## config.mk

```make
export PLATFORM = sky130hd
export DESIGN_NAME = hdmi_out_fifo_fill_ctrl
export DESIGN_NICKNAME = d
export VERILOG_FILES = /design/src/rtl/hdmi_out_pkg.sv /design/src/rtl/hdmi_out_burst_cnt.sv /design/src/rtl/hdmi_out_fifo_fill_ctrl.sv
export SDC_FILE = /design/constraint.sdc
export NUM_CORES = 1
export LEC_CHECK = 0
export CORE_MARGIN = 5
export CORE_UTILIZATION = 30
export CTS_CLUSTER_DIAMETER = 120
export DETAILED_ROUTE_END_ITERATION = 12
export PLACE_DENSITY = 0.57
export SLEW_MARGIN = 0
export SYNTH_ARGS = -nofsm -noshare
export SYNTH_HDL_FRONTEND = slang
export SYNTH_HIERARCHICAL = 1
export SYNTH_SLANG_ARGS = --single-unit
```

## constraint.sdc

```tcl
create_clock -name wr_clk -period 4 [get_ports wr_clk]
set_input_delay 0.4 -clock wr_clk [delete_from_list [all_inputs] [get_ports wr_clk]]
set_output_delay 0.4 -clock wr_clk [all_outputs]
set_load 0.05 [all_outputs]
```

## src/rtl/hdmi_out_pkg.sv

```systemverilog
// Shared definitions for the HDMI-out FIFO fill path: FSM state encoding
// and a constant ceil-log2 helper used for counter sizing.
package hdmi_out_pkg;

  localparam int STATE_W = 3;

  localparam logic [STATE_W-1:0] ST_IDLE       = 3'd0;
  localparam logic [STATE_W-1:0] ST_FLUSH      = 3'd1;
  localparam logic [STATE_W-1:0] ST_WAIT_SPACE = 3'd2;
  localparam logic [STATE_W-1:0] ST_REQ        = 3'd3;
  localparam logic [STATE_W-1:0] ST_XFER       = 3'd4;
  localparam logic [STATE_W-1:0] ST_DRAIN      = 3'd5;
  localparam logic [STATE_W-1:0] ST_DONE       = 3'd6;

  // Bits needed to hold values 0..value-1; never less than 1.
  function automatic int clog2(input int value);
    int result;
    result = 1;
    for (int i = 1; i < 31; i++) begin
      if ((1 << i) < value) result = i + 1;
    end
    return result;
  endfunction

endpackage

```

## src/rtl/hdmi_out_burst_cnt.sv

```systemverilog
// Loadable down-counter shared by the outstanding-beat and remaining-beat
// trackers. Load wins over decrement; decrement saturates at zero.
module hdmi_out_burst_cnt #(
  parameter int WIDTH = 10
) (
  input  logic             clk,
  input  logic             rst_n,
  input  logic             load,
  input  logic [WIDTH-1:0] load_val,
  input  logic             dec,
  output logic [WIDTH-1:0] cnt,
  output logic             last
);

  // Count register: reload on request, otherwise step down once per beat.
  always_ff @(posedge clk or negedge rst_n) begin
    if (!rst_n) begin
      cnt <= '0;
    end else if (load) begin
      cnt <= load_val;
    end else if (dec && (cnt != '0)) begin
      cnt <= cnt - 1'b1;
    end
  end

  // Flags the beat that will bring the count to zero.
  assign last = (cnt == WIDTH'(1));

endmodule

```

## src/rtl/hdmi_out_fifo_fill_ctrl.sv

```systemverilog
// Write-side fill controller for the HDMI-out FIFO: issues DDR read bursts
// whenever the FIFO has room, streams returned beats straight into the FIFO,
// and restarts cleanly (drain, flush) when a new frame is requested mid-way.
module hdmi_out_fifo_fill_ctrl
  import hdmi_out_pkg::*;
#(
  parameter int          DEPTH_WIDTH  = 10,
  parameter int          DATA_WIDTH   = 32,
  parameter int          ADDR_WIDTH   = 28,
  parameter int          BURST_LEN    = 64,
  parameter int          FRAME_BEATS  = 1024,
  parameter int unsigned FRAME_BASE   = 0,
  parameter int          FLUSH_CYCLES = 4
) (
  input  logic                  wr_clk,
  input  logic                  wr_rst_n,
  input  logic                  frame_start,
  input  logic [DEPTH_WIDTH:0]  fifo_water_level,
  input  logic                  fifo_full,
  output logic                  fifo_wr_en,
  output logic [DATA_WIDTH-1:0] fifo_wr_data,
  output logic                  fifo_rst,
  output logic                  ddr_rd_req,
  output logic [ADDR_WIDTH-1:0] ddr_rd_addr,
  output logic [DEPTH_WIDTH-1:0] ddr_rd_len,
  input  logic                  ddr_rd_ack,
  input  logic                  ddr_rd_valid,
  input  logic [DATA_WIDTH-1:0] ddr_rd_data,
  output logic                  frame_done,
  output logic                  overflow_err
);

  localparam int REM_W      = clog2(FRAME_BEATS + 1);
  localparam int FLUSH_W    = clog2(FLUSH_CYCLES + 1);
  localparam int LEVEL_W    = DEPTH_WIDTH + 2;
  localparam int DEPTH      = 1 << DEPTH_WIDTH;
  localparam int BEAT_BYTES = DATA_WIDTH / 8;

  logic [STATE_W-1:0]     state;
  logic [STATE_W-1:0]     next_state;
  logic [FLUSH_W-1:0]     flush_cnt;
  logic [DEPTH_WIDTH-1:0] out_cnt;
  logic                   out_last;
  logic [REM_W-1:0]       rem_cnt;
  logic                   rem_last;
  logic [DEPTH_WIDTH-1:0] len_next;
  logic [LEVEL_W-1:0]     level_ext;
  logic [LEVEL_W-1:0]     free_space;
  logic                   space_ok;
  logic                   in_xfer;
  logic                   in_drain;
  logic                   in_req;
  logic                   beat;
  logic                   burst_end;
  logic                   flush_last;
  logic                   reload;
  logic                   flush_restart;
  logic [ADDR_WIDTH-1:0]  burst_bytes;

  assign in_xfer  = (state == ST_XFER);
  assign in_drain = (state == ST_DRAIN);
  assign in_req   = (state == ST_REQ);

  // A beat is only consumed while a burst is in flight; stray valids elsewhere are ignored.
  assign beat      = ddr_rd_valid && (in_xfer || in_drain) && (out_cnt != '0);
  assign burst_end = beat && out_last;

  // Beats pass straight through to the FIFO; a full FIFO drops the beat but it still counts.
  assign fifo_wr_en   = beat && in_xfer && !fifo_full;
  assign fifo_wr_data = in_xfer ? ddr_rd_data : '0;

  // Next burst length is the smaller of the burst cap and what the frame still needs.
  always_comb begin
    len_next = DEPTH_WIDTH'(BURST_LEN);
    if (32'(rem_cnt) < 32'(BURST_LEN)) len_next = DEPTH_WIDTH'(rem_cnt);
  end

  assign level_ext  = LEVEL_W'(fifo_water_level);
  assign free_space = LEVEL_W'(DEPTH) - level_ext;
  assign space_ok   = (level_ext <= LEVEL_W'(DEPTH)) && (free_space >= LEVEL_W'(len_next));
  assign flush_last = (flush_cnt == FLUSH_W'(FLUSH_CYCLES - 1));

  // Frame sequencing and the various restart paths.
  always_comb begin
    next_state = state;
    case (state)
      ST_IDLE: begin
        if (frame_start) next_state = ST_FLUSH;
      end
      ST_FLUSH: begin
        if (frame_start)     next_state = ST_FLUSH;
        else if (flush_last) next_state = ST_WAIT_SPACE;
      end
      ST_WAIT_SPACE: begin
        if (frame_start)   next_state = ST_FLUSH;
        else if (space_ok) next_state = ST_REQ;
      end
      ST_REQ: begin
        // An acked request must still be drained even if the frame restarts.
        if (ddr_rd_ack)       next_state = frame_start ? ST_DRAIN : ST_XFER;
        else if (frame_start) next_state = ST_FLUSH;
      end
      ST_XFER: begin
        // A restart landing on the final beat needs no drain and gets no frame_done.
        if (burst_end) begin
          if (frame_start)   next_state = ST_FLUSH;
          else if (rem_last) next_state = ST_DONE;
          else               next_state = ST_WAIT_SPACE;
        end else if (frame_start) begin
          next_state = ST_DRAIN;
        end
      end
      ST_DRAIN: begin
        if (burst_end) next_state = ST_FLUSH;
      end
      ST_DONE: begin
        next_state = frame_start ? ST_FLUSH : ST_IDLE;
      end
      default: next_state = ST_IDLE;
    endcase
  end

  // Every entry into FLUSH (including a restart while flushing) reloads the frame counters.
  assign reload        = (next_state == ST_FLUSH);
  assign flush_restart = reload && ((state != ST_FLUSH) || frame_start);
  assign burst_bytes   = ADDR_WIDTH'(ddr_rd_len) * ADDR_WIDTH'(BEAT_BYTES);

  // State, registered handshake outputs, flush timer and read address.
  always_ff @(posedge wr_clk or negedge wr_rst_n) begin
    if (!wr_rst_n) begin
      state        <= ST_IDLE;
      fifo_rst     <= 1'b1;
      ddr_rd_req   <= 1'b0;
      ddr_rd_addr  <= ADDR_WIDTH'(FRAME_BASE);
      ddr_rd_len   <= '0;
      frame_done   <= 1'b0;
      overflow_err <= 1'b0;
      flush_cnt    <= '0;
    end else begin
      state      <= next_state;
      fifo_rst   <= (next_state == ST_FLUSH);
      ddr_rd_req <= (next_state == ST_REQ);
      frame_done <= (next_state == ST_DONE);
      if (beat && in_xfer && fifo_full) overflow_err <= 1'b1;
      if (flush_restart)          flush_cnt <= '0;
      else if (state == ST_FLUSH) flush_cnt <= flush_cnt + 1'b1;
      if (reload)                      ddr_rd_addr <= ADDR_WIDTH'(FRAME_BASE);
      else if (burst_end && in_xfer)   ddr_rd_addr <= ddr_rd_addr + burst_bytes;
      if ((state == ST_WAIT_SPACE) && (next_state == ST_REQ)) ddr_rd_len <= len_next;
    end
  end

  // Beats still owed by the DDR port for the accepted request.
  hdmi_out_burst_cnt #(
    .WIDTH (DEPTH_WIDTH)
  ) u_outstanding (
    .clk      (wr_clk),
    .rst_n    (wr_rst_n),
    .load     (in_req && ddr_rd_ack),
    .load_val (ddr_rd_len),
    .dec      (beat),
    .cnt      (out_cnt),
    .last     (out_last)
  );

  // Beats still needed to complete the frame.
  hdmi_out_burst_cnt #(
    .WIDTH (REM_W)
  ) u_remaining (
    .clk      (wr_clk),
    .rst_n    (wr_rst_n),
    .load     (reload),
    .load_val (REM_W'(FRAME_BEATS)),
    .dec      (beat && in_xfer),
    .cnt      (rem_cnt),
    .last     (rem_last)
  );

endmodule

```

== Word-level counts from Yosys, hierarchy flattened ==
Index checks and enable logic that the tools add are counted.

* Multiplexer cells: 24
* Order comparisons: 3
* Add/sub/neg operators: 5
* Reduce and logical (&&, ||, !) cells: 23
* Equality and inequality tests: 13

{| class="wikitable"
|+ Operators with widths
! cell !! count
|-
| $mux W28 || 2
|-
| $mux W3 || 13
|-
| $mux W32 || 1
|-
| $mux W10 || 3
|-
| $add A28 B12 Y28 || 1
|-
| $mux W11 || 2
|-
| $pmux W3 S7 || 1
|-
| $logic_and A1 B1 Y1 || 13
|-
| $eq A3 B2 Y1 const B || 4
|-
| $eq A3 B3 Y1 const B || 4
|-
| $ge A12 B10 Y1 || 1
|-
| $sub A11 B11 Y12 const A || 1
|-
| $eq A11 B1 Y1 const B || 1
|-
| $le A11 B11 Y1 const B || 1
|-
| $lt A11 B7 Y1 const B || 1
|-
| $reduce_bool A11 Y1 || 1
|-
| $sub A11 B1 Y11 const B || 1
|-
| $eq A10 B1 Y1 const B || 1
|-
| $reduce_bool A10 Y1 || 1
|-
| $sub A10 B1 Y10 const B || 1
|-
| $reduce_bool A2 Y1 || 4
|-
| $eq A3 B1 Y1 const B || 2
|-
| $add A3 B1 Y3 const B || 1
|-
| $logic_not A3 Y1 || 1
|-
| other kinds (4) || 6
|}

* Register bits: 69
* Input port bits: 49
* Logic and storage cells: 78
* Output and inout bits: 75

== Longest topological paths before layout ==
Gate-level depths: netlist of the first run.

* Depth after elaboration: 10
* Gate-level depth with buffers: 13
* Depth with buffers taken out: 12

== Hierarchy ==
Netlist of the first run, hierarchy kept.

{| class="wikitable"
|+ By module, submodules not included
! module !! times used !! sequential area each (um^2) !! area an instance (um^2) !! cells an instance
|-
| hdmi_out_fifo_fill_ctrl || 1 || 1,152.4 || 3,379.5 || 377
|-
| hdmi_out_burst_cnt (u_remaining) || 1 || 275.3 || 700.7 || 81
|-
| hdmi_out_burst_cnt (u_outstanding) || 1 || 250.2 || 653.1 || 72
|}

== Worst setup path after synthesis of the first run ==
No wires, ideal clock.

* Path kind: register to register
* Start: reg u_remaining.cnt[8]
* End: reg ddr_rd_len[0]
* Cell stages (with the launch flop): 11
* Path buffers: 0
* Arrival: 2.840 ns
* Period minus slack after synthesis: 2.967 ns
* Required time: 3.872 ns
* Library setup time: 0.128 ns
* Setup slack: 1.033 ns
* Path through: dfrtp_1 -> or4_1 -> nor2_1 -> and2_1 -> ha_1 -> nand2b_1 -> a211oi_1 -> nor3_1 -> o21ai_0 -> a21oi_4 -> mux2_1

* Longest elaborated chain between the ends: 9
* Elaborated cells between the ends (all ways): 13
* Classes of those cells: 2 x order compare; 2 x eq/ne; 7 x mux; 2 x reduce/logical

{| class="wikitable"
|+ RTL lines
! element !! RTL line !! source
|-
| start, declared || hdmi_out_burst_cnt.sv:11 || <nowiki>output logic [WIDTH-1:0] cnt,</nowiki>
|-
| start signal, assigned || hdmi_out_burst_cnt.sv:20 || <nowiki>cnt <= load_val;</nowiki>
|-
| start signal, assigned || hdmi_out_burst_cnt.sv:22 || <nowiki>cnt <= cnt - 1'b1;</nowiki>
|-
| $lt A11 B7 Y1 (*) || hdmi_out_fifo_fill_ctrl.sv:75 || <nowiki>if (32'(rem_cnt) < 32'(BURST_LEN)) len_next = DEPTH_WIDTH'(rem_cnt);</nowiki>
|-
| $mux W10 (*) || hdmi_out_fifo_fill_ctrl.sv:75 ||
|-
| via len_next[0] || hdmi_out_fifo_fill_ctrl.sv:46 || <nowiki>logic [DEPTH_WIDTH-1:0] len_next;</nowiki>
|-
| $ge A12 B10 Y1 || hdmi_out_fifo_fill_ctrl.sv:80 || <nowiki>assign space_ok = (level_ext <= LEVEL_W'(DEPTH)) && (free_space >= LEVEL_W'(len_next));</nowiki>
|-
| $logic_and A1 B1 Y1 || hdmi_out_fifo_fill_ctrl.sv:80 ||
|-
| $mux W3 || hdmi_out_fifo_fill_ctrl.sv:96 || <nowiki>else if (space_ok) next_state = ST_REQ;</nowiki>
|-
| $mux W3 || hdmi_out_fifo_fill_ctrl.sv:95 || <nowiki>if (frame_start) next_state = ST_FLUSH;</nowiki>
|-
| $pmux W3 S7 || hdmi_out_fifo_fill_ctrl.sv:86 || <nowiki>case (state)</nowiki>
|-
| $eq A3 B2 Y1 || hdmi_out_fifo_fill_ctrl.sv:149 || <nowiki>if ((state == ST_WAIT_SPACE) && (next_state == ST_REQ)) ddr_rd_len <= len_next;</nowiki>
|-
| $logic_and A1 B1 Y1 || hdmi_out_fifo_fill_ctrl.sv:149 ||
|-
| end signal, assigned || hdmi_out_fifo_fill_ctrl.sv:149 ||
|-
| end, declared || hdmi_out_fifo_fill_ctrl.sv:25 || <nowiki>output logic [DEPTH_WIDTH-1:0] ddr_rd_len,</nowiki>
|}

The timed path passes the listed nets; every way through them passes the cells marked *.
A chain may end at the register's enable or synchronous reset.

== Worst setup path after layout of the first run ==
* Start: reg u_outstanding.cnt[3]
* End: out fifo_wr_en

* Longest elaborated chain between the ends: 4

{| class="wikitable"
|+ RTL lines
! element !! RTL line !! source
|-
| start, declared || hdmi_out_burst_cnt.sv:11 ||
|-
| start signal, assigned || hdmi_out_burst_cnt.sv:20 ||
|-
| start signal, assigned || hdmi_out_burst_cnt.sv:22 ||
|-
| $reduce_bool A10 Y1 || hdmi_out_fifo_fill_ctrl.sv:65 || <nowiki>assign beat = ddr_rd_valid && (in_xfer || in_drain) && (out_cnt != '0);</nowiki>
|-
| $logic_and A1 B1 Y1 || hdmi_out_fifo_fill_ctrl.sv:65 ||
|-
| $logic_and A1 B1 Y1 (2 in a row) || hdmi_out_fifo_fill_ctrl.sv:69 || <nowiki>assign fifo_wr_en = beat && in_xfer && !fifo_full;</nowiki>
|-
| end, declared || hdmi_out_fifo_fill_ctrl.sv:20 || <nowiki>output logic fifo_wr_en,</nowiki>
|}

Every way passes these cells.

==> impl_results.md, run 1 <==
- Initial antenna violation count: 0
- Top_reg_cell synth: dfrtp_1
- Clk buf depth: 2
- Worst Tran Pin Value: 0.769 ns
- Maximum level of the CTS H-tree: 3
- Initial Util: 30.2%
- Largest net degree at the start of global routing: 44
- Worst Skew: 0.00371 ns
- CP Data Arrival Time: 2.93 ns
- Status: finished, final reports clean
- RSZ-0062 raised after global routing: false
- Die H: 136 um
- R2r setup slk: 0.69 ns
- First-pass GRT wire length: 21300 um
- Final period util: 83.2%
- Reg clk slew, reported paths: 0.06 ns
- Largest vdd supply drop: 149 uV
- # diodes: 0
- I/O pin count: 124
- Layout cell share with drive strength beyond 1: 7.42%
- Std-Cell Rows: 46
- Routability cong.: 0.858
- Post CTS Setup Buffer Count: 0
- Drt initial violations: 212
- Max Cap Viol: 0
- Async SR Flop Fraction: 100%
- Post-synthesis register bit count: 67
- Setup violators final: 0
- Yosys warning total: 6
- Min Tclk post-route: 3.33 ns
- Nets: 746
- Number of synthesized flops with an enable pin: 0
- Number of global-route vias before repair: 4174
- Drt wl/cell: 15.1 um
- Total CTS buffers: 9
- Worst endpoint required time: 3.60 ns
- Worst-Skew Late Latency: 0.33 ns
- Worst reg2reg path depth: 9
- Final core utilization: 41.8%
- CP Class: reg2out
- CP endpoint kind: primary output
- HP Class: in2async
- FF-to-FF End: u_remaining/cnt[7]
- Buf+Inv Stages, Crit Path: 1
- CTS tree: yes
- DIE AREA: 0.0184 sq mm
- Worst slew margin: 48.0%
- Post-Route WL: 13400 um
- Worst Setup Start Kind: flop
- First-pass DRT Iterations: 4
- Total Routing Usage GR: 14.4%
- GRT overflow: 0
- Synth cell types: 78
- Seq/Total Area, Yosys: 35.4%
- Hold_buf cts: 0
- Endpoints failing hold: 0
- Mapped Avg Cell Area: 8.93 sq um
- Clock net sink count: 67
- Leak Pwr: 2.84 nW
- Fin Setup TNS: 0 ns
- Vias after detailed routing: 4349
- Worst path max stage delay: 0.70 ns
- DP Wirelength: 10500 um
- Post-CTS Resized: 0
- Cell family with most CP delay: simple AND/OR/NAND/NOR gates
- Reg-to-reg startpoint: u_outstanding/cnt[3]
- Final ANT Viol Nets: 0
- Final Max Tran Viols: 0
- PortBufs: 121
- Cell Chain, Critical Path: or4_1, or3_1, and3_1, nor2b_1, clkdlybuf4s50_1
- Power per cell area: 241 mW/mm^2
- Cell count after synthesis: 530
- Area grow syn2layout: 38.3%
- CP max FO: 9
- Detailed-route DRC error count: 0
- Fmax: 301 MHz
- Via-per-instance ratio: 4.89
- Chip Width: 136 um
- Core ar.: 0.0157 sq mm
- Mapped Area: 0.00473 sq mm
- Slowest library cell on the worst path: clkdlybuf4s50_1
- Root buffer cell: clkbuf_16
-- cell families (layout without fill, tap and decap cells) --
logic type	after synthesis	count (layout)	share of synthesized area, %
muxes	23	23	4.92
adders and majority gates	28	28	7.56
DFF	67	67	35.4
other	2	16	0.159
and+or+nand+nor	232	232	27.9
AOI/OAI and AO/OA	109	109	15.7
buffers and inverters	46	176	4.07
xor gates and xnor gates	23	23	4.26
-- cells in the mapped netlist, drive strengths merged, types with 4 or more instances --
cell / number / share of area (%)
nor4: 5 / 0.98
and3: 5 / 0.66
xnor2: 18 / 3.3
a21o: 6 / 0.95
dfrtp: 66 / 35
nand4: 7 / 1.2
xor2: 5 / 0.93
and2: 37 / 4.9
nor2: 39 / 3.1
a21boi: 4 / 0.63
nand3b: 4 / 0.63
or3: 9 / 1.4
buf: 8 / 1.1
nand3: 13 / 1.6
nand2: 53 / 4.2
a211oi: 9 / 1.4
clkbuf: 8 / 0.63
and4: 4 / 0.74
or2: 4 / 0.53
o21ai: 27 / 3.0
nor2b: 12 / 1.6
ha: 27 / 7.1
inv: 30 / 2.4
nor3: 12 / 1.5
a31oi: 7 / 0.93
mux2i: 21 / 4.4
nand2b: 12 / 1.6
a21oi: 28 / 3.2
nor3b: 5 / 0.90
-- routing by layer --
layer	vias to the layer above	global-route usage, %	wire, um
met1	2040	18.1	5910
li1	2154	-	-
met4	0	3.25	133
met3	16	3.57	964
met5	-	0	0
met2	139	24.9	6440
-- how the worst max path moves through the flow --
stage                         startpoint                 end  slack (ns)  cells past startpoint
finish              u_outstanding/cnt[3]          fifo_wr_en        0.67                      5
global route        u_outstanding/cnt[7]  u_remaining/cnt[7]        0.47                     10
CTS                 u_outstanding/cnt[3]          fifo_wr_en        0.69                      5
detailed placement   fifo_water_level[4]       ddr_rd_len[0]        0.44                     11
global placement     fifo_water_level[4]       ddr_rd_len[0]        0.53                     11
floorplan             u_remaining/cnt[8]       ddr_rd_len[0]        1.03                     10
-- flip-flops by register name, indices dropped and copies added (netlist names) --
| signal | flops |
|---|---|
| overflow_err | 1 |
| frame_done | 1 |
| u_outstanding/cnt | 10 |
| flush_cnt | 3 |
| ddr_rd_addr | 26 |
| state | 3 |
| fifo_rst | 1 |
| ddr_rd_req | 1 |
| ddr_rd_len | 10 |
| u_remaining/cnt | 11 |
-- stage by stage --
| step | instance area, sq um | worst slack (ns) | hold WS [ns] | total power [mW] | std cells |
|---|---|---|---|---|---|
| global route | 6540 | 0.470 | 0.118 | 1.64 | 890 |
| floorplan | 4790 | 1.03 | 0.104 | 0.733 | 544 |
| detailed placement | 6250 | 0.444 | 0.450 | 0.806 | 874 |
| CTS | 6540 | 0.689 | 0.0847 | 1.61 | 890 |
| global placement | 6250 | 0.529 | 0.437 | 0.804 | 874 |
| finish | 6540 | 0.674 | 0.0683 | 1.58 | 890 |
-- cell type report --
cell class / instances / area (sq um)
multi-input cells: 431 / 2920
well taps: 216 / 270
repair buffers: 130 / 1270
clock inverters: 7 / 68.8
inverters: 30 / 113
flip-flops and latches: 67 / 1680
fillers: 1548 / 9110
clock buffers: 9 / 225
-- report_power, final --
| part | switching (mW) | internal [mW] |
|---|---|---|
| sequential | 0.000644 | 0.679 |
| clock | 0.306 | 0.480 |
| combinational | 0.0532 | 0.0591 |
| total | 0.360 | 1.22 |
-- cell usage in the layout, fill, tap and decap left out, drive strengths merged, types with 13 or more instances in the layout --
master         count
clkdlybuf4s50    120
dfrtp             66
nand2             53
nor2              39
and2              37
inv               30
a21oi             28
ha                27
o21ai             27
mux2i             21
xnor2             18
conb              16
nand3             13
No activity file was read; power rests on OpenSTA's default activity.
==> inputs of run 2 (changes only) <==
PLACE_DENSITY = 0.59   (was 0.57)
clock period = 2.9 ns   (was 4 ns; I/O delays follow)
==> run 2 against run 1 <==
  * Global-route usage grew 1.1 points
  * Final area grew 5.3%
  * Wire length grew 4.9%
  * Core utilization grew 2.2 points
  * Sequential power is 38% higher
  * Register-to-register slack lost 0.56 ns
  * Flip-flop and latch count stayed put
  * Hold slack gained 0.092 ns
  * Non-clock buffer count grew 32
  * Cell count rose by 3.5%
  * Sequential share of layout area down 1.3 points
==> impl_results.md, run 2 (synthesis gave the netlist of run 1 again) <==
- Status: finished, final reports clean
- Worst Skew: 0.00648 ns
- Total CTS buffers: 9
- Setup violators final: 0
- Post-Route WL: 14100 um
- Vias after detailed routing: 4487
- CP Data Arrival Time: 2.98 ns
- Area of the multi-input gates: 0.00298 sq mm
- Leading registers by flop count: ddr_rd_addr (26), u_remaining/cnt (11)
- Clk buf depth: 2
- # diodes: 0
- First-pass GRT wire length: 22900 um
- Via-per-instance ratio: 4.87
- Worst Tran Pin Value: 0.907 ns
- Final ANT Viol Nets: 0
- Overall Power: 2.21 mW
- Total Routing Usage GR: 15.5%
- Die H: 136 um
- Final Max Tran Viols: 0
- Largest net degree at the start of global routing: 68
- Max reg flops: 26
- Non-Filler Instances: 921
- Register Area: 0.00168 sq mm
- Endpoints failing hold: 0
- Worst slew margin: 39.6%
- HP Class: in2async
- Std-Cell Rows: 46
- Area grow syn2layout: 45.6%
- Drt wl/cell: 15.3 um
- CP max FO: 5
- Nets: 778
- Slack of the critical path: 0.130 ns
- I/O pin count: 124
- DIE AREA: 0.0184 sq mm
- R2r setup slk: 0.13 ns
- Core ar.: 0.0157 sq mm
- Min Tclk post-route: 2.77 ns
- Final period util: 95.5%
- Detailed-route DRC error count: 0
- Worst endpoint required time: 3.11 ns
- Worst Setup Start Kind: flop
- Maximum level of the CTS H-tree: 3
- CP Class: reg2reg
- Biggest register: ddr_rd_addr
- Power per cell area: 320 mW/mm^2
- Initial antenna violation count: 0
- Placed Cells: 901
- Fmax: 361 MHz
- Reg clk slew, reported paths: 0.05 ns
- Routability cong.: 0.912
- Number of global-route vias before repair: 4467
- Fill cells: 1500
- Worst-Skew Late Latency: 0.33 ns
- GRT overflow: 0
- Clock net sink count: 67
- DP Wirelength: 10900 um
- Post-place instance area: 0.00648 sq mm
- Place WS: -0.0774 ns
- Leak Pwr: 3.10 nW
- Commonest non-fill, non-tap cell in the layout: clkdlybuf4s50_1
- Chip Width: 136 um
- Layout cell share with drive strength beyond 1: 17.4%
- Drt initial violations: 241
- Initial Util: 30.2%
- Post-layout instance area: 0.00689 sq mm
- Max Cap Viol: 0
- Root buffer cell: clkbuf_16
- Most frequent cells in the layout: clkdlybuf4s50_1, dfrtp_1, buf_4
- Final hold slack: 0.161 ns
- First-pass DRT Iterations: 4
- CTS tree: yes
- Largest vdd supply drop: 295 uV
- PortBufs: 121
- CP endpoint kind: flop
## run 2: cell count changes in the layout (fill, tap and decap cells not counted), sizes merged
| cell | previous run | this run |
|---|---|---|
| clkinvlp | 2 | 0 |
| buf | 10 | 75 |
| clkbuf | 9 | 13 |
| clkinv | 4 | 1 |
| clkdlybuf4s50 | 120 | 87 |
## run 2: final timing paths
| path | from | to | cells after the start |
|---|---|---|---|
| max | u_remaining/cnt[6] | ddr_rd_len[0] | 10 |
| min | wr_rst_n | ddr_rd_addr[18] | 2 |
| max reg2reg | u_remaining/cnt[6] | ddr_rd_len[0] | 10 |
| min reg2reg | overflow_err | overflow_err | 1 |
| max in group asynchronous | wr_rst_n | ddr_rd_req | 2 |
| min in group wr_clk | overflow_err | overflow_err | 1 |
## run 2: stage by stage
| stage | TNS, ns | utilization, % |
|---|---|---|
| finish | 0 | 44.0 |
| global route | -0.0830 | 44.0 |
| CTS | 0 | 43.3 |
| detailed placement | -0.456 | 41.4 |
| global placement | -0.282 | 41.4 |
| floorplan | 0 | - |
## run 2: critical path, cell delays in order, from the launching register on
cell and delay [ns]:
dfrtp_1 0.39, or4_4 0.55, nor2_4 0.23, nand2_2 0.12
ha_1 0.29, nand4_1 0.13, o221ai_1 0.18, o21ai_1 0.10
buf_4 0.15, a21oi_4 0.18, mux2_1 0.33
## run 2: final cells by class
cell class | instances | area share [%]
Clock buffer | 13 | 3.78
Clock inverter | 2 | 0.508
Inverter | 30 | 1.63
Multi-Input combinational cell | 431 | 43.3
Sequential cell | 67 | 24.4
Tap cell | 216 | 3.92
Timing Repair Buffer | 162 | 22.5
## run 2: layer usage
layer | GRT usage, % | wire [um]
met1 | 19.9 | 6320
met3 | 4.16 | 1020
met4 | 4.14 | 156
met5 | 0 | 0
met2 | 25.8 | 6610
## run 2: power by group
| group | switching, mW | internal, mW |
|---|---|---|
| clock network | 0.390 | 0.707 |
| logic | 0.0799 | 0.0925 |
| registers | 0.000856 | 0.936 |
## run 2: what timing repair did
action                                 in CTS  in global routing
endpoints found under the hold margin       0                  0
setup endpoints to repair                   0                 12
hold buffers                                0                  0
buffers inserted                            0                  5
resized for setup                           0                 16
==> inputs of run 3 (changes only) <==
CORE_ASPECT_RATIO = 1.4   (was default)
==> run 3 against run 2 <==
  * Wire length shrank 0.33%
  * Global-route usage shrank 0.35 points
  * Final area shrank 1.6%
  * First-iteration DRC count shrank 26%
  * Critical path type unchanged
  * Sequential share of layout area grew 0.39 points
  * Sequential power is essentially flat
  * Core utilization shrank 0.37 points
==> impl_results.md, run 3 (synthesis gave the netlist of run 1 again) <==
- Status: finished, final reports clean
- Overall Power: 2.38 mW
- Worst-Skew Late Latency: 0.33 ns
- Non-Filler Instances: 900
- Root buffer cell: clkbuf_16
- Area grow syn2layout: 43.3%
- Final period util: 94.8%
- Detailed-route DRC error count: 0
- FF-to-FF End: u_remaining/cnt[7]
- Post-layout instance area: 0.00678 sq mm
- CP endpoint kind: flop
- First-pass GRT wire length: 22300 um
- Min Tclk post-route: 2.75 ns
- Clk buf depth: 2
- Commonest non-fill, non-tap cell in the layout: clkdlybuf4s50_1
- Worst Tran Pin Value: 0.786 ns
- Worst Skew: 0.00462 ns
- CP Data Arrival Time: 2.96 ns
- Final Max Tran Viols: 0
- Leak Pwr: 3.09 nW
- Initial antenna violation count: 0
- CP max FO: 11
- DP Wirelength: 11300 um
- Worst slew margin: 46.9%
- Reg-to-reg startpoint: u_outstanding/cnt[5]
- HP Class: in2async
- GRT overflow: 0
- Nets: 776
- Max Cap Viol: 0
- Via-per-instance ratio: 4.97
- Total CTS buffers: 9
- Setup violators final: 0
- Core ar.: 0.0155 sq mm
- First-pass DRT Iterations: 5
- Layout cell share with drive strength beyond 1: 16.6%
- Final ANT Viol Nets: 0
- Chip Width: 116 um
- RSZ-0062 raised after global routing: false
- CTS tree: yes
- Power per cell area: 350 mW/mm^2
- Max reg flops: 26
- Worst Setup Start Kind: flop
- Fin Setup TNS: 0 ns
- Leading registers by flop count: ddr_rd_addr (26), u_remaining/cnt (11)
- Largest vdd supply drop: 212 uV
- Maximum level of the CTS H-tree: 3
- Most frequent cells in the layout: clkdlybuf4s50_1, buf_4, dfrtp_1
- Number of global-route vias before repair: 4477
- Die H: 159 um
- Worst reg2reg path depth: 9
- Routability cong.: 0.861
- Fmax: 364 MHz
- Biggest register: ddr_rd_addr
- Clock net sink count: 67
- DIE AREA: 0.0184 sq mm
- PortBufs: 121
- Endpoints failing hold: 0
- I/O pin count: 124
- Drt wl/cell: 15.6 um
- Reg clk slew, reported paths: 0.05 ns
- Worst endpoint required time: 3.11 ns
- Initial Util: 30.5%
- R2r setup slk: 0.15 ns
- Post-Route WL: 14100 um
- # diodes: 0
- Largest net degree at the start of global routing: 34
- Final hold slack: 0.486 ns
- Vias after detailed routing: 4474
- Drt initial violations: 178
- Post-place instance area: 0.00638 sq mm
- Std-Cell Rows: 54
- Placed Cells: 881
- Total Routing Usage GR: 15.1%
- CP Class: reg2reg
-- run 3: layout make-up --
cell class | instances | area, sq um
fill | 1551 | 8760
multi-input combinational | 431 | 2950
sequential | 67 | 1680
timing repair buffer | 160 | 1460
tap | 196 | 245
clock buffer | 11 | 243
inverter | 30 | 114
clock inverter | 5 | 100
-- run 3: metal layers --
| metal | track usage (%) | wire length (um) | part of all wire, % |
|---|---|---|---|
| met1 | 17.9 | 5790 | 41 |
| met2 | 27.7 | 7580 | 54 |
| met3 | 2.17 | 428 | 3.0 |
| met4 | 5.31 | 260 | 1.8 |
| met5 | 0 | 0 | 0 |
-- run 3: power breakdown --
| group | internal [mW] | total, mW | switching (mW) |
|---|---|---|---|
| clock | 0.861 | 1.27 | 0.411 |
| combinational | 0.0915 | 0.168 | 0.0762 |
| sequential | 0.936 | 0.937 | 0.000878 |
-- run 3: stage by stage --
| stage | setup slack, ns | utilization [%] |
|---|---|---|
| 4_1_cts | 0.0653 | 43.4 |
| 2_1_floorplan | 0.0139 | - |
| 3_3_place_gp | -0.0816 | 41.1 |
| 5_1_grt | 0.0000389 | 43.6 |
| 3_5_place_dp | -0.0834 | 41.1 |
| 6_report | 0.151 | 43.6 |
-- run 3: what timing repair did --
item / 4_1_cts / 5_1_grt
resized for setup: 0 / 7
hold buffers: 1 / 0
buffers inserted: 0 / 2
setup endpoints to repair: 0 / 12
endpoints found under the hold margin: 21 / 0
-- run 3: worst max path at each step --
stage | start | slack [ns] | endpoint | cells after the start
2_1_floorplan | u_remaining/cnt[8] | 0.01 | ddr_rd_len[0] | 10
3_3_place_gp | fifo_water_level[4] | -0.08 | ddr_rd_len[0] | 12
3_5_place_dp | fifo_water_level[4] | -0.08 | ddr_rd_len[0] | 12
4_1_cts | u_outstanding/cnt[5] | 0.07 | u_remaining/cnt[7] | 9
5_1_grt | u_remaining/cnt[6] | 0.00004 | ddr_rd_len[3] | 12
6_report | u_outstanding/cnt[5] | 0.15 | u_remaining/cnt[7] | 9
-- run 3: critical path, stage by stage, from the launching register on --
cell      delay, ns
dfrtp_1        0.43
or4_4          0.55
o311a_2        0.50
a22oi_4        0.29
nand3_4        0.10
clkinv_2       0.17
nor2b_1        0.09
and2_2         0.20
a221oi_1       0.21
nand2_1        0.08
==> edit, RTL diff (flow settings as in run 3) <==
`DEPTH_WIDTH`: 10 -> 8.
--- a/src/rtl/hdmi_out_fifo_fill_ctrl.sv
+++ b/src/rtl/hdmi_out_fifo_fill_ctrl.sv
@@ -4,7 +4,7 @@
 module hdmi_out_fifo_fill_ctrl
   import hdmi_out_pkg::*;
 #(
-  parameter int          DEPTH_WIDTH  = 10,
+  parameter int          DEPTH_WIDTH  = 8,
   parameter int          DATA_WIDTH   = 32,
   parameter int          ADDR_WIDTH   = 28,
   parameter int          BURST_LEN    = 64,
Ports: changed (resized ddr_rd_len and fifo_water_level); port bits go from 124 to 120. The function was not compared with the original's and may differ.
==> edit against run 3 <==
- synthesized area decreased by 9.4%
- sequential cell count fell by 4
- routed wire length shrank 11%
- design area down 5.7%
- count of clock-buffer cells in the layout rose by 2
- sequential share of layout area about the same
- setup slack lost 0.054 ns
- die area decreased by 8.8%
- critical endpoint is now ddr_rd_len[5]
- largest cell class unchanged
Power is not compared: it rests on default switching activity, and its combinational part moved more than twofold at a synthesized area within 25%.
==> edit: results (changes against run 3) <==
Status
  – Outcome: finished clean (unchanged)

Detailed routing
  – 1st-pass router iterations: 4 (was 5)
  – DR iter-0 viols: 150 (was 178)
  – Via count: 4100 (was 4474)
  – Routed Wire Length: 12540 µm (was 14060 µm)

Timing
  – Final Cycle Share: 96.66% (was 94.80%)
  – Fin. max-slew vios: 0 (unchanged)
  – Clock Skew: 0.005826 ns (was 0.004616 ns)
  – Slew headroom: 30.35% (was 46.85%)

Placed design
  – Post-detail-place hpwl: 9741 µm (was 11250 µm)
  – Pre-CTS WS: -0.1679 ns (was -0.08337 ns)
  – I/O Buffers: 117 (was 121)
  – GP Congestion: 0.8751 (was 0.8610)

Global route
  – Vias in the first global route: 4158 (was 4477)
  – Initial antenna violation count: 0 (unchanged)
  – First-pass GRT wire length: 20630 µm (was 22300 µm)
  – Largest net degree at the start of global routing: 45 (was 34)
  – Tot GR Track Use: 15.08% (was 15.15%)

Pwr
  – IR drop worst, VDD: 0.3840 mV
  – Pint: between 0.002 and 0.003 W
  – Leakage: 2.623 nW

CTS
  – CTS root buf: clkbuf_16 (unchanged)
  – Insertion delay to the later sink of the worst-skew pair: 0.33 ns (about the same)
  – Number of CTS-inserted buffers: 9 (unchanged)
  – CTS Buffer Depth: 2 (unchanged)
  – CTS clk-pin slew, worst paths: 0.05 ns (about the same)
  – H-Tree Depth: 3 (unchanged)

Yosys
  – Register area share after synthesis: 36.81% (was 35.45%)
  – Most common flop cell mapped by yosys: dfrtp_1 (unchanged)
  – Top cells by area, synth: dfrtp_1 (36%), ha_1 (7.3%), xnor2_1 (5.3%), and2_1 (5.1%), nand2_1 (4.6%) (was dfrtp_1 (35%), ha_1 (7.1%), and2_1 (4.8%), mux2i_1 (4.4%), nand2_1 (4.2%))
  – Synth warn: 6 (unchanged)
  – Synth cell count leaders: dfrtp_1 (62), nand2_1 (53), nor2_1 (44) (was dfrtp_1 (66), nand2_1 (53), nor2_1 (39))
  – Post-synth ARST share: 100.0% (unchanged)
  – Unique masters post-synth: 72 (was 78)

Finish
  – Final Net Count: 717 (was 776)
  – Number of diodes: 0 (unchanged)
  – Layout cells sized above 1: 14.33% (was 16.62%)
  – Fillers: 1347 (was 1551)
  – Biggest regs: ddr_rd_addr x26, u_remaining/cnt x11 (unchanged)

Critical path
  – Worst reg2reg path depth: 11 (was 9)
  – Crit path DAT: 3.01 ns (was 2.96 ns)
  – Worst reg-to-reg setup slack: 0.1 ns (was 0.15 ns)
  – Max Fanout on Critical Path: 7 (was 11)

Worst hold path
  – Worst min path class: in2async (unchanged)
edit: changes by cell type in the layout (fill, tap and decap cells not counted), moves of 6 or more:
| cell | before | now |
|---|---|---|
| mux2i_1 | 20 | 7 |
| o21ai_0 | 20 | 14 |
| xnor2_1 | 18 | 26 |
| buf_4 | 68 | 42 |
| nand3_1 | 12 | 5 |
| clkdlybuf4s50_1 | 87 | 111 |
| nand2b_1 | 12 | 6 |
| inv_1 | 29 | 20 |
edit: kinds of logic after synthesis:
family | synth area share (%)
buffers and inverters | 4.028
flip-flops | 36.81
other | 0.1752
AND/OR/NAND/NOR | 28.55
XOR/XNOR | 5.721
AO/OA/AOI/OAI | 14.71
adder cells (fa/ha/maj) | 7.764
multiplexers | 2.247
edit: cell type report:
type / count / share of cell area (%)
timing repair buffer: 160 / 23.95
multi-input combinational: 390 / 41.71
clock inverter: 3 / 0.6261
inverter: 20 / 1.174
sequential: 63 / 24.69
clock buffer: 13 / 4.226
tap: 185 / 3.620
edit: repair_timing:
action                                  CTS  global route
setup buffers                             0             3
endpoints found under the setup margin    7            46
gates cloned                              0             1
hold endpoints to repair                  0             0
pin swaps                                 1             6
gates resized for setup                   2            17
edit: worst paths after layout:
kind | startpoint | to
min in group wr_clk | overflow_err | overflow_err
setup / recovery | u_remaining/cnt[7] | ddr_rd_len[5]
setup reg to reg | u_remaining/cnt[7] | ddr_rd_len[5]
hold reg to reg | overflow_err | overflow_err
hold / removal | wr_rst_n | u_outstanding/cnt[4]
max in group asynchronous | wr_rst_n | ddr_rd_addr[26]
edit: routing by layer:
metal	part of all wire [%]	global-route usage (%)
met1	42	16.99
met4	1.8	5.965
met3	5.6	3.917
met5	0	0
met2	50	27.28
edit: critical path, stage by stage (launching register included):
cell and delay [ns]:
dfrtp_2 0.43, or4_4 0.53, nor2_4 0.17, nand2_1 0.11, ha_1 0.33, a21o_1 0.16, a31oi_1 0.16, o21ai_1 0.09
a31o_1 0.23, and4_4 0.19, buf_4 0.17, mux2i_1 0.13
edit: power groups by stage:
stage	clock network, W	registers, W	logic, W
floorplan	0	0.00128	0.000864
CTS	0.00114	0.00127	0.00148
detailed placement	0	0.00128	0.00146
global route	0.00118	0.00131	0.00180
finish	0.00111	0.00127	0.00164
global placement	0	0.00127	0.00143
edit: stage by stage:
stage / hold slack (ns) / cell area [µm²] / std cells / utilization [%]
global route: 0.2422 / 6395 / 834 / 45.76
detailed placement: 0.4512 / 5958 / 814 / 42.64
global placement: 0.4379 / 5958 / 814 / 42.64
finish: 0.1444 / 6395 / 834 / 45.76
CTS: 0.1839 / 6279 / 830 / 44.93
floorplan: -0.005591 / 4358 / 492 / -
